**config.mk**
```make
export PLATFORM = sky130hd
export DESIGN_NAME = reg_fifo
export DESIGN_NICKNAME = d
export VERILOG_FILES = /design/src/rtl/reg_fifo.sv
export SDC_FILE = /design/constraint.sdc
export NUM_CORES = 1
export LEC_CHECK = 0
export CELL_PAD_IN_SITES_DETAIL_PLACEMENT = 1
export CELL_PAD_IN_SITES_GLOBAL_PLACEMENT = 1
export CORE_AREA = 2 2 79 89
export CTS_BUF_LIST = sky130_fd_sc_hd__clkbuf_4 sky130_fd_sc_hd__clkbuf_8
export DETAILED_ROUTE_END_ITERATION = 6
export DIE_AREA = 0 0 81 91
export PLACE_DENSITY = 0.88
export REMOVE_ABC_BUFFERS = 1
export SLEW_MARGIN = 5
export SYNTH_ARGS = -nofsm -noshare
export SYNTH_HDL_FRONTEND = slang
export SYNTH_SLANG_ARGS = --single-unit
```
**constraint.sdc**
```tcl
create_clock -name clk -period 2.6 [get_ports clk]
set_input_delay 0.52 -clock clk [delete_from_list [all_inputs] [get_ports clk]]
set_output_delay 0.52 -clock clk [all_outputs]
set_load 0.01 [all_outputs]
```
**src/rtl/reg_fifo.sv**
```systemverilog
// rtl/reg_fifo.sv - first-word-fall-through register FIFO with valid/ready handshake on both sides
module reg_fifo #(
    parameter int WIDTH = 16,
    parameter int DEPTH = 4,
    parameter int AW    = 2
) (
    input  logic             clk,
    input  logic             reset,
    input  logic [WIDTH-1:0] in_data,
    input  logic             in_valid,
    output logic             in_ready,
    output logic [WIDTH-1:0] out_data,
    output logic             out_valid,
    input  logic             out_ready,
    output logic [AW:0]      count
);

    localparam logic [AW:0]   L_FULL    = DEPTH[AW:0];
    localparam logic [AW:0]   L_CNT_ONE = {{AW{1'b0}}, 1'b1};
    localparam logic [AW-1:0] L_PTR_ONE = {{(AW-1){1'b0}}, 1'b1};

    logic [WIDTH-1:0] r_mem [DEPTH];
    logic [AW-1:0]    r_wr_ptr;
    logic [AW-1:0]    r_rd_ptr;
    logic [AW:0]      r_count;
    logic             w_push;
    logic             w_pop;

    // Handshake flags are gated by reset so nothing leaks while the FIFO is being cleared.
    assign in_ready  = (r_count != L_FULL) && !reset;
    assign out_valid = (r_count != '0) && !reset;
    assign out_data  = out_valid ? r_mem[r_rd_ptr] : '0;
    assign count     = r_count;

    assign w_push = in_valid && in_ready;
    assign w_pop  = out_valid && out_ready;

    // Storage is deliberately not reset; stale words are hidden by out_valid.
    always_ff @(posedge clk) begin
        if (w_push) begin
            r_mem[r_wr_ptr] <= in_data;
        end
    end

    always_ff @(posedge clk) begin
        if (reset) begin
            r_wr_ptr <= '0;
            r_rd_ptr <= '0;
            r_count  <= '0;
        end else begin
            if (w_push) begin
                r_wr_ptr <= r_wr_ptr + L_PTR_ONE;
            end
            if (w_pop) begin
                r_rd_ptr <= r_rd_ptr + L_PTR_ONE;
            end
            case ({w_push, w_pop})
                2'b10:   r_count <= r_count + L_CNT_ONE;
                2'b01:   r_count <= r_count - L_CNT_ONE;
                default: r_count <= r_count;
            endcase
        end
    end

endmodule

```
# == Word-level counts from Yosys, hierarchy flattened ==
# Memory sizes are Yosys's and may differ from the RTL's. A register that Yosys moved wholly into a read port is not among the register bits.
# Cells that the tools add are included.
# totals
reg_bits,7
memories,1
input_bits,20
ramBits,64
word_cells,24
output_inout_bits,21
# op_classes
n_addsub,4
muxes,6
eq_ne,3
n_reduce_logical,7
# memory_table
memory,depth,width,read_ports,rd_ports_with_merged_regs,wr,line,rtl
r_mem,4,16,1,1,1,22,logic [WIDTH-1:0] r_mem [DEPTH];
# ops
cell,count
16-bit 2-to-1 mux,1
3-bit one-hot mux with 2 select lines,1
2-bit by 1-bit adder with 2-bit output (second input constant),2
1-bit logical AND,4
2-bit 2-to-1 mux,2
3-bit by 1-bit adder with 3-bit output (second input constant),1
3-bit != test (second input constant),1
3-bit nonzero test,1
3-bit by 1-bit subtractor with 3-bit output (second input constant),1
2-bit by 1-bit == test with 1-bit output (second input constant),1
2-bit == test (second input constant),1
1-bit 2-to-1 mux,2
2-bit nonzero test,1
1-bit zero test,1

# == Logic depth before layout (Yosys ltp) ==
# depth
word_depth,5
depth_mapped,9
mapped_depth_nobuf,9

# == Worst setup path before layout ==
# OpenSTA, ideal clock, no wires.
# synth_timing
path_kind,flip-flop to flip-flop
start,"register r_count[2], in the netlist count[2]"
end,"register r_count[2], in the netlist count[2]"
t_required_ps,2530
arrival_time_ps,1979
setup_time_ps,70
path_stages_with_launch,10
synth_period_minus_slack_ps,2049
path_slack_ps,551
n_path_buf,0
path_cell_list,dfxtp_1 nor3b_2 nor3b_2 inv_1 ha_1 inv_1 fa_1 xor2_1 or3_1 a21oi_1
# synth_between
elab_chain_len,5
elab_cells_between_ends,12
cone_classes,2 x add/sub; 3 x eq/ne; 1 x mux; 6 x reduce/logical
# synth_lines
element,line,rtl
start: declaration,25,logic [AW:0] r_count;
start signal: assignment,58,2'b10: r_count <= r_count + L_CNT_ONE;
start signal: assignment,59,2'b01: r_count <= r_count - L_CNT_ONE;
start signal: assignment,60,default: r_count <= r_count;
3-bit != test or 3-bit nonzero test (tied branches),"30, 31",
"1-bit logical AND, on equally long branches","30, 31",
"1-bit logical AND, on equally long branches","35, 36",
2-bit by 1-bit == test with 1-bit output or 2-bit == test (tied branches),57,"case ({w_push, w_pop})"
3-bit one-hot mux with 2 select lines or 2-bit nonzero test (tied branches),-,
# Several ways; a longest one is shown, not always the timed one.
# A chain may end at the register's enable or synchronous reset.

==> impl_results.md <==
- CTS tree: built
- Via count: about 1600
- CP Max Fanout: 16
- Initial core utilization: 47.0%
- Vias in the first global route: 1618
- Hold WC Path Type: register to register
- Clk root buf: clkbuf_8
- Switching part of the total: 21.7%
- Sequential cell area fraction in the yosys report: a little over two thirds
- Clock Power Share: 37.5%
- Synth Area in Compound Gates: 1.03%
- Syn Area/Cell: just under 20 µm²
- Int Power: 2190 µW
- Top Family by Delay on Critical Path: buffers and inverters
- Die Wd: 81 µm
- Initial antenna violation count: 0
- ANT cells: 0
- CTS Buffer Depth: 2
- Synthesized area: a little over 0.003 mm²
- CP Data Required Time: between 2000 and 2500 ps
- Aggregate global-route resource usage: 16.4%
- Arr. time, crit path: 1950 ps
- Dpl hpwl: 3530 µm
- H-tree levels: 3
- CP peak stage delay: 540 ps
- RR Startpoint: count[2]$_SDFFE_PP0P_
- Synthesis-to-layout area growth: 28.7%
- Die area: 0.00737 mm²
- TritonCTS buffer count: 9
- DRT Wirelength: 5560 µm
- Outcome: complete, no violations
- Grt total ovfl: 0
- Max Fclk: 406 MHz
- Slew HR: 73.4%
- Pre-CTS setup slack: -51.4 ps
- Worst Setup Start Kind: register
- Post-route worst setup slack: 135 ps
- Port Buffers: 40
- Main combinational cell family by area after synthesis: multiplexers
- Clk pin slew, worst setup/hold paths: about 70 ps
- Core area: 0.00644 mm²
- Hold path start: r_wr_ptr[0]$_SDFFE_PP0P_
- Clk_skew: 4.07 ps
- Mux cell area share after synthesis: 13.4%
- Worst path buffer plus inverter count: 3
- Final setup violation count: 0
- Worst Setup End Kind: primary output
- Adder-Cell Fraction of Synth Area: under 10%
- Initial drt markers: 48
- Setup_tns: 0 ps
- Drc violations: 0
- Power share of the combinational group: 14.2%
- Synthesis-stage register bit count: 73
- Fraction of layout cells with a size suffix above 1: 24.9%
- Placed inst area: 0.00358 mm²
- RSZ-0062 raised after global routing: no
- Final period util: between 90% and 100%
- Post-synth cell types: 27
- Hold Vio Cnt, Final: 0
- First-pass DRT Iterations: 4
- Net switching power: 609 µW
- Simple-gate portion of the synthesized area: 9.35%
- I/O Pins: 41
- Min Hold Slack: 522 ps
- CP Cell Sequence: buf_12 -> buf_4 -> mux4_1 -> nor2b_1 -> dlygate4sd2_1
- VDD IR max: 0.408 mV
- Worst Max-Slew Pin Slew: 394 ps
- Via density: a little over 5
- GP Congestion: 0.734
- Crit path time final: between 2000 and 2500 ps
- Chip height: 91 µm
- Power Dens Cells: 719 mW/mm²
- Slowest cell on the critical path: mux4_1
- First-pass GRT wire length: 8600 µm
- Worst-Skew Late Latency: 330 ps
- Seq pwr share: between 40% and 50%
- Finished Cell Area: ~0.0039 mm²
- P_leak: 0.00155 µW
- # nets final: between 200 and 250
- Warnings, synthesis: 0
- Synth Area in XOR/XNOR: 1.16%
- Wirelength per Cell: 18.3 µm
- Largest net degree at the start of global routing: 18
- Kind of critical path: register to primary output
- Site Rows: 31
- MaxCap Viol Count: 0
- Antenna Nets Post-Route: 0
- Max-slew violations: 0
- Synth Instances: between 150 and 200
- # clock sinks: 73
[metrics by stage]
stage          std cells  util (%)  power (µW)
2_1_floorplan        148         -        1580
6_report             303      60.5        2800
3_3_place_gp         280      55.6        1750
3_5_place_dp         280      55.6        1770
4_1_cts              296      59.2        2820
5_1_grt              303      60.5        2900
[Yosys cell counts, drive strengths merged]
library cell | instances | area share, %
mux2 | 1 | 0.37
or3 | 1 | 0.21
clkbuf | 1 | 0.12
mux4 | 16 | 13
nand2b | 1 | 0.21
nor2 | 9 | 1.1
nor3b | 2 | 0.83
nor2b | 16 | 5.8
o31ai | 1 | 0.25
mux2i | 1 | 0.33
dfxtp | 9 | 6.0
and2 | 4 | 0.83
o311ai | 1 | 0.29
edfxtp | 64 | 64
xor2 | 4 | 1.2
or2 | 1 | 0.21
o21ai | 1 | 0.17
buf | 6 | 1.9
inv | 7 | 0.87
ha | 5 | 2.1
nor3 | 1 | 0.17
a21oi | 2 | 0.33
fa | 1 | 0.66
[cell families (layout without fill, tap and decap cells)]
| family | count (synthesis) | in the layout |
|---|---|---|
| simple gates | 35 | 35 |
| compound gates | 5 | 5 |
| xor+xnor | 4 | 4 |
| mux | 18 | 18 |
| flops | 73 | 73 |
| buf+inv | 14 | 80 |
| fa+ha+maj | 6 | 6 |
[power by group through the flow]
stage | registers (µW) | clock network (µW) | logic, µW
after floorplan | 1390 | 0 | 193
after global placement | 1370 | 0 | 379
after detailed placement | 1380 | 0 | 391
after CTS | 1350 | 1070 | 388
after global routing | 1360 | 1110 | 434
final | 1350 | 1050 | 399
[worst register-to-register path, stage by stage (launching register included)]
cell	delay, ps
dfxtp_1	420
nor3b_2	260
nor3b_2	80
inv_1	70
ha_1	180
inv_1	60
fa_1	370
xor2_1	170
or3_1	300
a21oi_1	150
[layout make-up]
class                           instances  area, µm²
Multi-Input combinational cell         68        836
Tap cell                               82        103
Sequential cell                        73       2100
Inverter                                7       26.3
Clock inverter                          7        119
Timing Repair Buffer                   57        586
Fill cell                             583       2540
Clock buffer                            9        124
[final timing paths]
| check | to | slack [ps] | cells past startpoint |
|---|---|---|---|
| max | out_data[1] | 130 | 5 |
| min | r_wr_ptr[0]$_SDFFE_PP0P_ | 520 | 1 |
| max reg2reg | count[2]$_SDFFE_PP0P_ | 480 | 9 |
| min reg2reg | r_wr_ptr[0]$_SDFFE_PP0P_ | 520 | 1 |
[metal layers]
metal | wire length [µm] | share of wire, % | track usage [%]
met1 | 2300 | 41 | 19.9
met2 | 2840 | 51 | 27.3
met3 | 337 | 6.1 | 5.07
met4 | 87 | 1.6 | 5.79
met5 | 0 | 0 | 0
[sequential cells by signal, indices dropped and copies added, names as in the netlist, named ones only]
name / count
count: 3
r_mem: 64
r_rd_ptr: 2
r_wr_ptr: 2
[timing repair]
action	in CTS	in global routing
setup buffers	0	7
hold buffers	0	0
gates resized for setup	6	11
cloned	0	0
endpoints found under the setup margin	6	11
[placed cells by master (no fill, tap or decap), types with 2 or more instances in the layout]
master / instances
dfxtp_1: 9
dlygate4sd2_1: 6
inv_1: 7
mux4_2: 10
nor3b_2: 2
clkbuf_8: 9
a21oi_1: 2
buf_4: 14
clkdlybuf4s50_1: 23
dlymetal6s2s_1: 11
nor2_1: 9
clkinvlp_4: 2
buf_12: 3
xor2_1: 4
mux4_1: 6
nor2b_4: 10
ha_1: 5
bufinv_16: 3
and2_1: 4
edfxtp_1: 64
nor2b_1: 6
Note: power is estimated with default switching activity, not from simulation.
